### config.mk
export PLATFORM = sky130hd
export DESIGN_NAME = rr_arb_lock
export DESIGN_NICKNAME = d
export VERILOG_FILES = /design/src/rtl/rr_arb_lock.sv
export SDC_FILE = /design/constraint.sdc
export NUM_CORES = 1
export LEC_CHECK = 0
export CORE_AREA = 2 2 39 41
export CTS_CLUSTER_DIAMETER = 150
export DETAILED_ROUTE_END_ITERATION = 10
export DIE_AREA = 0 0 41 43
export PLACE_DENSITY = 0.58
export SLEW_MARGIN = 20
export SYNTH_ARGS = -nofsm -noshare
export SYNTH_HDL_FRONTEND = slang
export SYNTH_SLANG_ARGS = --single-unit
### constraint.sdc
create_clock -name clk -period 1.35 [get_ports clk]
set_input_delay 0.135 -clock clk [delete_from_list [all_inputs] [get_ports clk]]
set_output_delay 0.135 -clock clk [all_outputs]
set_load 0.005 [all_outputs]
### src/rtl/rr_arb_lock.sv
// Round-robin arbiter with grant locking: a winner keeps its grant until done,
// then the next requester after it (modulo NUM_REQ) is granted with no idle bubble.
module rr_arb_lock #(
    parameter int NUM_REQ = 3,
    parameter int IDX_W   = (NUM_REQ > 1) ? $clog2(NUM_REQ) : 1
) (
    input  logic               clk,
    input  logic               rst,
    input  logic [NUM_REQ-1:0] req,
    input  logic               done,
    output logic [NUM_REQ-1:0] gnt,
    output logic [IDX_W-1:0]   gnt_idx,
    output logic               gnt_vld
);

    typedef enum logic [0:0] {
        IDLE = 1'b0,
        BUSY = 1'b1
    } state_t;

    localparam logic [IDX_W-1:0] LAST_IDX = IDX_W'(NUM_REQ - 1);

    // Wrap at NUM_REQ rather than 2^IDX_W so unused indices are never visited.
    function automatic logic [IDX_W-1:0] wrap_inc(input logic [IDX_W-1:0] i);
        logic [IDX_W-1:0] r;
        if (i == LAST_IDX) begin
            r = '0;
        end else begin
            r = i + IDX_W'(1);
        end
        return r;
    endfunction

    function automatic logic [NUM_REQ-1:0] to_onehot(input logic [IDX_W-1:0] i);
        logic [NUM_REQ-1:0] v;
        v    = '0;
        v[i] = 1'b1;
        return v;
    endfunction

    state_t             state_r, state_nxt_s;
    logic [IDX_W-1:0]   ptr_r, ptr_nxt_s;
    logic [NUM_REQ-1:0] gnt_r, gnt_nxt_s;
    logic [IDX_W-1:0]   gnt_idx_r, gnt_idx_nxt_s;
    logic               gnt_vld_r, gnt_vld_nxt_s;
    logic [IDX_W-1:0]   base_s;
    logic [IDX_W-1:0]   win_idx_s;
    logic               found_s;

    // Search base: the holder that is finishing while BUSY, else the last winner.
    always_comb begin
        if (state_r == BUSY) begin
            base_s = gnt_idx_r;
        end else begin
            base_s = ptr_r;
        end
    end

    // First set request bit in the order base+1, base+2, ..., base.
    always_comb begin : search
        logic [IDX_W-1:0] cand_s;
        found_s   = 1'b0;
        win_idx_s = '0;
        cand_s    = wrap_inc(base_s);
        for (int k = 0; k < NUM_REQ; k++) begin
            if (!found_s && req[cand_s]) begin
                found_s   = 1'b1;
                win_idx_s = cand_s;
            end else begin
                found_s   = found_s;
            end
            cand_s = wrap_inc(cand_s);
        end
    end

    // State and output registers; rst overrides everything.
    always_ff @(posedge clk) begin
        if (rst) begin
            state_r   <= IDLE;
            ptr_r     <= LAST_IDX;
            gnt_r     <= '0;
            gnt_idx_r <= '0;
            gnt_vld_r <= 1'b0;
        end else begin
            state_r   <= state_nxt_s;
            ptr_r     <= ptr_nxt_s;
            gnt_r     <= gnt_nxt_s;
            gnt_idx_r <= gnt_idx_nxt_s;
            gnt_vld_r <= gnt_vld_nxt_s;
        end
    end

    // Next-state logic.
    always_comb begin
        state_nxt_s = state_r;
        case (state_r)
            IDLE: begin
                if (found_s) begin
                    state_nxt_s = BUSY;
                end else begin
                    state_nxt_s = IDLE;
                end
            end
            BUSY: begin
                if (done && !found_s) begin
                    state_nxt_s = IDLE;
                end else begin
                    state_nxt_s = BUSY;
                end
            end
            default: state_nxt_s = IDLE;
        endcase
    end

    // Next grant and pointer values; the pointer moves only when a transfer ends.
    always_comb begin
        ptr_nxt_s     = ptr_r;
        gnt_nxt_s     = gnt_r;
        gnt_idx_nxt_s = gnt_idx_r;
        gnt_vld_nxt_s = gnt_vld_r;
        case (state_r)
            IDLE: begin
                if (found_s) begin
                    gnt_nxt_s     = to_onehot(win_idx_s);
                    gnt_idx_nxt_s = win_idx_s;
                    gnt_vld_nxt_s = 1'b1;
                end else begin
                    gnt_nxt_s     = '0;
                    gnt_idx_nxt_s = '0;
                    gnt_vld_nxt_s = 1'b0;
                end
            end
            BUSY: begin
                if (done) begin
                    ptr_nxt_s = gnt_idx_r;
                    if (found_s) begin
                        gnt_nxt_s     = to_onehot(win_idx_s);
                        gnt_idx_nxt_s = win_idx_s;
                        gnt_vld_nxt_s = 1'b1;
                    end else begin
                        gnt_nxt_s     = '0;
                        gnt_idx_nxt_s = '0;
                        gnt_vld_nxt_s = 1'b0;
                    end
                end else begin
                    ptr_nxt_s = ptr_r;
                end
            end
            default: begin
                gnt_nxt_s     = '0;
                gnt_idx_nxt_s = '0;
                gnt_vld_nxt_s = 1'b0;
            end
        endcase
    end

    assign gnt     = gnt_r;
    assign gnt_idx = gnt_idx_r;
    assign gnt_vld = gnt_vld_r;

endmodule

After elaboration in Yosys (flattened, before gate mapping)
Index checks and enable logic that the tools add are counted.

word-level totals
  memories kept = 0
  ROM bits = 0
  bits in latches = 0
  memory bits (writable) = 0
  bits in registers = 9

cells by class
  magnitude comparators = 5
  equal/unequal tests = 4
  muxes and demuxes = 29
  reduce and logical (&&, ||, !) cells = 8
  bitwise operators = 1
  $mul = 0
  shift-type cells = 0
  add/subtract/negate cells = 3
  divide/modulo/power cells = 0

operators by type and width
  cell                 number
  $mux 2               9
  $lt 2x3->1 const B   4
  $mux 1               10
  $add 2x1->2 const B  3
  $bmux 1 s2           3
  $eq 2x2->1 const B   3
  $mux 3               2
  $pmux 3 s2           1
  $logic_and 1x1->1    4
  $pmux 1 s2           2
  $pmux 2 s2           1
  $logic_not 1->1      3
  $demux 1 s2          1
  $ge 2x1->1 const B   1
  $ne 2x2->1 const B   1
  $reduce_and 2->1     1
  $not 1->1            1

Longest topological paths before layout
  depth after elaboration = 19
  mapped depth = 5

Least setup slack after synthesis
No wires, ideal clock.

  kind = register to register
  start = register state_r
  end = register gnt_r[1] (netlist: gnt[1])
  stages on the path, launching flop included = 6
  required time = 1.218 ns
  setup slack = 0.256 ns
  data arrival time = 0.963 ns
  path buffers = 1
  cells stage by stage = dfxtp_1 > buf_6 > nand2_1 > a31oi_1 > o31ai_1 > a21oi_1

between the ends
  word-level cells in the longest chain between the ends = 19

RTL lines
  what                                                                 line  RTL
  start: declaration                                                   41    state_t state_r, state_nxt_s;
  start signal: assignment                                             85    state_r <= state_nxt_s;
  parallel branches: the longest is 19 deep, another holds $lt 2x3->1  --
  end signal: assignment                                               87    gnt_r <= gnt_nxt_s;
  end: declaration                                                     43    logic [NUM_REQ-1:0] gnt_r, gnt_nxt_s;

Several ways; the timed one is not identified. The select of a mux whose other input is x is not followed.
A chain may end at the register's enable or synchronous reset.

Worst setup path in the final report
  start = register gnt_idx_r[0] (netlist: gnt_idx[0])
  end = output port gnt_idx[0]

RTL lines
  what                      line  RTL
  start: declaration        44    logic [IDX_W-1:0] gnt_idx_r, gnt_idx_nxt_s;
  start signal: assignment  88    gnt_idx_r <= gnt_idx_nxt_s;
  end: declaration          12    output logic [IDX_W-1:0] gnt_idx,

No word-level cell between the ends.

==> metrics <==
drt via density=about 5.2; fin util=between 40% and 50%; critical path's top delay family=buffers and inverters; largest net degree at the start of global routing=13; Final Hold Viols=0; fin crit share=95.2%; Post-CTS Hold Buffers=0; DRT Pass-1 Iters=4; proportion of synthesized chip area in sequential cells=41.0%; fin. max-slew vios=0; Total GRT Usage=14.6%; Synthesized Nets=between 50 and 60; worst slew pin tran=0.361 ns; pwr dens=981 nW/um^2; H-Tree Depth=1; slowest CP cell=clkdlybuf4s50_1; critical path required time=1.22 ns; Largest stage delay, worst path=0.51 ns; clk_lat worst skew=0.26 ns; CTS Sinks=9; vias in the first global route=408; flops & latches, synth=9; synthesized area=approximately 440 um^2; Synth Flop Type=dfxtp_1; HP Class=flop to flop; WL per Instance=11.9 um; starting DRC count in detailed routing=6; post-synth top area share=just over 40%; Layout Skew=0.000417 ns; antenna violations before repair=0; height of the die=43 um; CTS Buf Count=3; Hold WS=0.457 ns; vias=465; initial core utilization=between 30% and 40%; first-pass GRT wire length=roughly 1700 um; cell count of the worst reg-to-reg path=4; Chip Width=41 um; Ys Warns=0; # port buffers=11; number of synthesized flops with an enable pin=0; outcome=complete, no violations; post-synth top area cell=dfxtp_1; Reg clk slew, reported paths=roughly 0.060 ns; clock buffer depth=2; number of nets in the layout=81; final setup fails=0; Final Worst Setup Slack=between 0.06 and 0.07 ns; most frequent cells after synthesis=dfxtp_1, nand2_1, a21oi_1, nor2_1, nor3_1; hold path cells=2; Fillers=approximately 150; Critical Path End Type=primary output; area occupied by multi-input gates=between 200 and 250 um^2; Critical Path Fanout Max=6; # IOs=12; antenna cell count=0; CORE AREA=1380 um^2; Tot Pwr=~640 uW; Synth cell types=26; critical path arrival=1.15 ns; RR Endpoint=gnt[1]; die area=1760 um^2; Rows=14; most common cell in the netlist=dfxtp_1; Max Cap Viol=0; static leakage=0.000260 uW; Hold Path End=gnt[1]; Crit Path Category=flop to primary output; top post-synthesis cells by area=dfxtp_1, a21oi_1, nand2_1, nor3_1, a221oi_2; Root Driver=clkbuf_4; Post-Syn Instances=53; Post-Place Cells=86; worst path bufs/invs=1; DRC viols=0; unrepaired setup endpoints after global routing=false; Finished Layout Cells=90; hpwl dp=between 700 and 800 um; Seq. cell area=184 um^2; syn avg cell area=8.29 um^2; total grt overflow=0; startpoint of the worst hold path=gnt[1]; WL final=between 1000 and 1500 um; Worst VDD drop=0.637 mV; worst r2r src=state_r; share of layout cells above drive strength 1=25.7%; Setup WS pre-CTS=-0.0845 ns; Slew HR=between 70% and 80%; setup slack, reg-to-reg=0.13 ns; fmax=roughly 800 MHz; GPL Wtd Cong=0.764; post-route ant nets=0; Tmin final=1.28 ns; synth-to-layout area growth=49.0%; CP Launch Type=flop; Cell Chain, Critical Path=clkdlybuf4s50_1; Synth async-reset ratio=0%; TritonCTS clock tree=yes
-- worst max-delay path by stage --
stage,depth (start not counted),endpoint,start,slack (ns)
after floorplan,5,gnt[1],state_r,0.26
after global placement,5,gnt_vld,done,-0.08
after detailed placement,5,gnt_vld,done,-0.08
after CTS,1,gnt_idx[1],gnt_idx[1],0.06
after global routing,1,gnt_idx[1],gnt_idx[1],0.03
final,1,gnt_idx[0],gnt_idx[0],0.07
-- cell families after synthesis --
family	count (synthesis)	share of synthesized area, %
simple gates	24	28.8
buf+inv	5	6.27
flops	9	41.0
compound gates	14	21.7
mux	1	2.28
-- metal layers --
| layer | GRT usage, % | vias up | part of all wire (%) |
|---|---|---|---|
| li1 | - | 234 | - |
| met1 | 18.9 | 214 | 46 |
| met2 | 20.6 | 15 | 46 |
| met3 | 4.71 | 2 | 5.7 |
| met4 | 8.00 | 0 | 1.8 |
| met5 | 0 | - | 0 |
-- final cells by class --
type                       count  area share, %
tap                           16           3.06
timing repair buffer          20           27.2
inverter                       2           1.15
multi-input combinational     39           36.5
clock buffer                   4           4.02
sequential                     9           28.1
-- flip-flops by register name, indices dropped and copies added (netlist names) --
register / flops
gnt: 3
gnt_vld: 1
state_r: 1
gnt_idx: 2
ptr_r: 2
-- cell usage in the layout (no fill, tap or decap) --
master | synthesis | final
nand2_1 | 7 | 7
nor2b_1 | 2 | 1
o21bai_1 | 1 | 1
a21oi_1 | 6 | 6
dfxtp_2 | 0 | 3
nor3b_1 | 1 | 1
and3b_1 | 1 | 1
o21ai_1 | 2 | 2
nor2_1 | 4 | 4
nand2b_1 | 1 | 1
nand3_1 | 1 | 1
nor4_1 | 1 | 1
nor2b_2 | 0 | 1
inv_1 | 2 | 2
clkbuf_4 | 0 | 3
a31oi_1 | 1 | 1
a221oi_2 | 1 | 1
nand4_1 | 1 | 1
a221o_1 | 1 | 1
o31ai_2 | 0 | 1
nor3_1 | 3 | 3
dfxtp_1 | 9 | 6
clkbuf_1 | 0 | 1
mux2i_1 | 1 | 1
clkdlybuf4s50_1 | 0 | 11
buf_4 | 0 | 9
a2bb2oi_1 | 1 | 1
and3_1 | 1 | 1
nand3b_2 | 1 | 1
-- what timing repair did --
item | 4_1_cts | 5_1_grt
gates resized for setup | 3 | 2
buffers inserted | 0 | 0
gates cloned | 0 | 0
endpoints found under the setup margin | 5 | 2
pin swaps | 0 | 0
-- report_power, final --
| part | total (uW) | internal [uW] | switching (uW) | leakage, uW |
|---|---|---|---|---|
| Combinational | 126 | 76.6 | 49.4 | 0.000170 |
| Sequential | 302 | 283 | 18.9 | 0.0000751 |
| Clock | 214 | 114 | 99.5 | 0.0000150 |
| Total | 642 | 474 | 168 | 0.000260 |
-- through the flow --
step / TNS [ns] / cell area (um^2)
2_1_floorplan: 0 / 439
3_3_place_gp: -0.281 / 617
3_5_place_dp: -0.287 / 617
4_1_cts: 0 / 647
5_1_grt: 0 / 654
6_report: 0 / 654
Power figures use the tool's default switching activity.
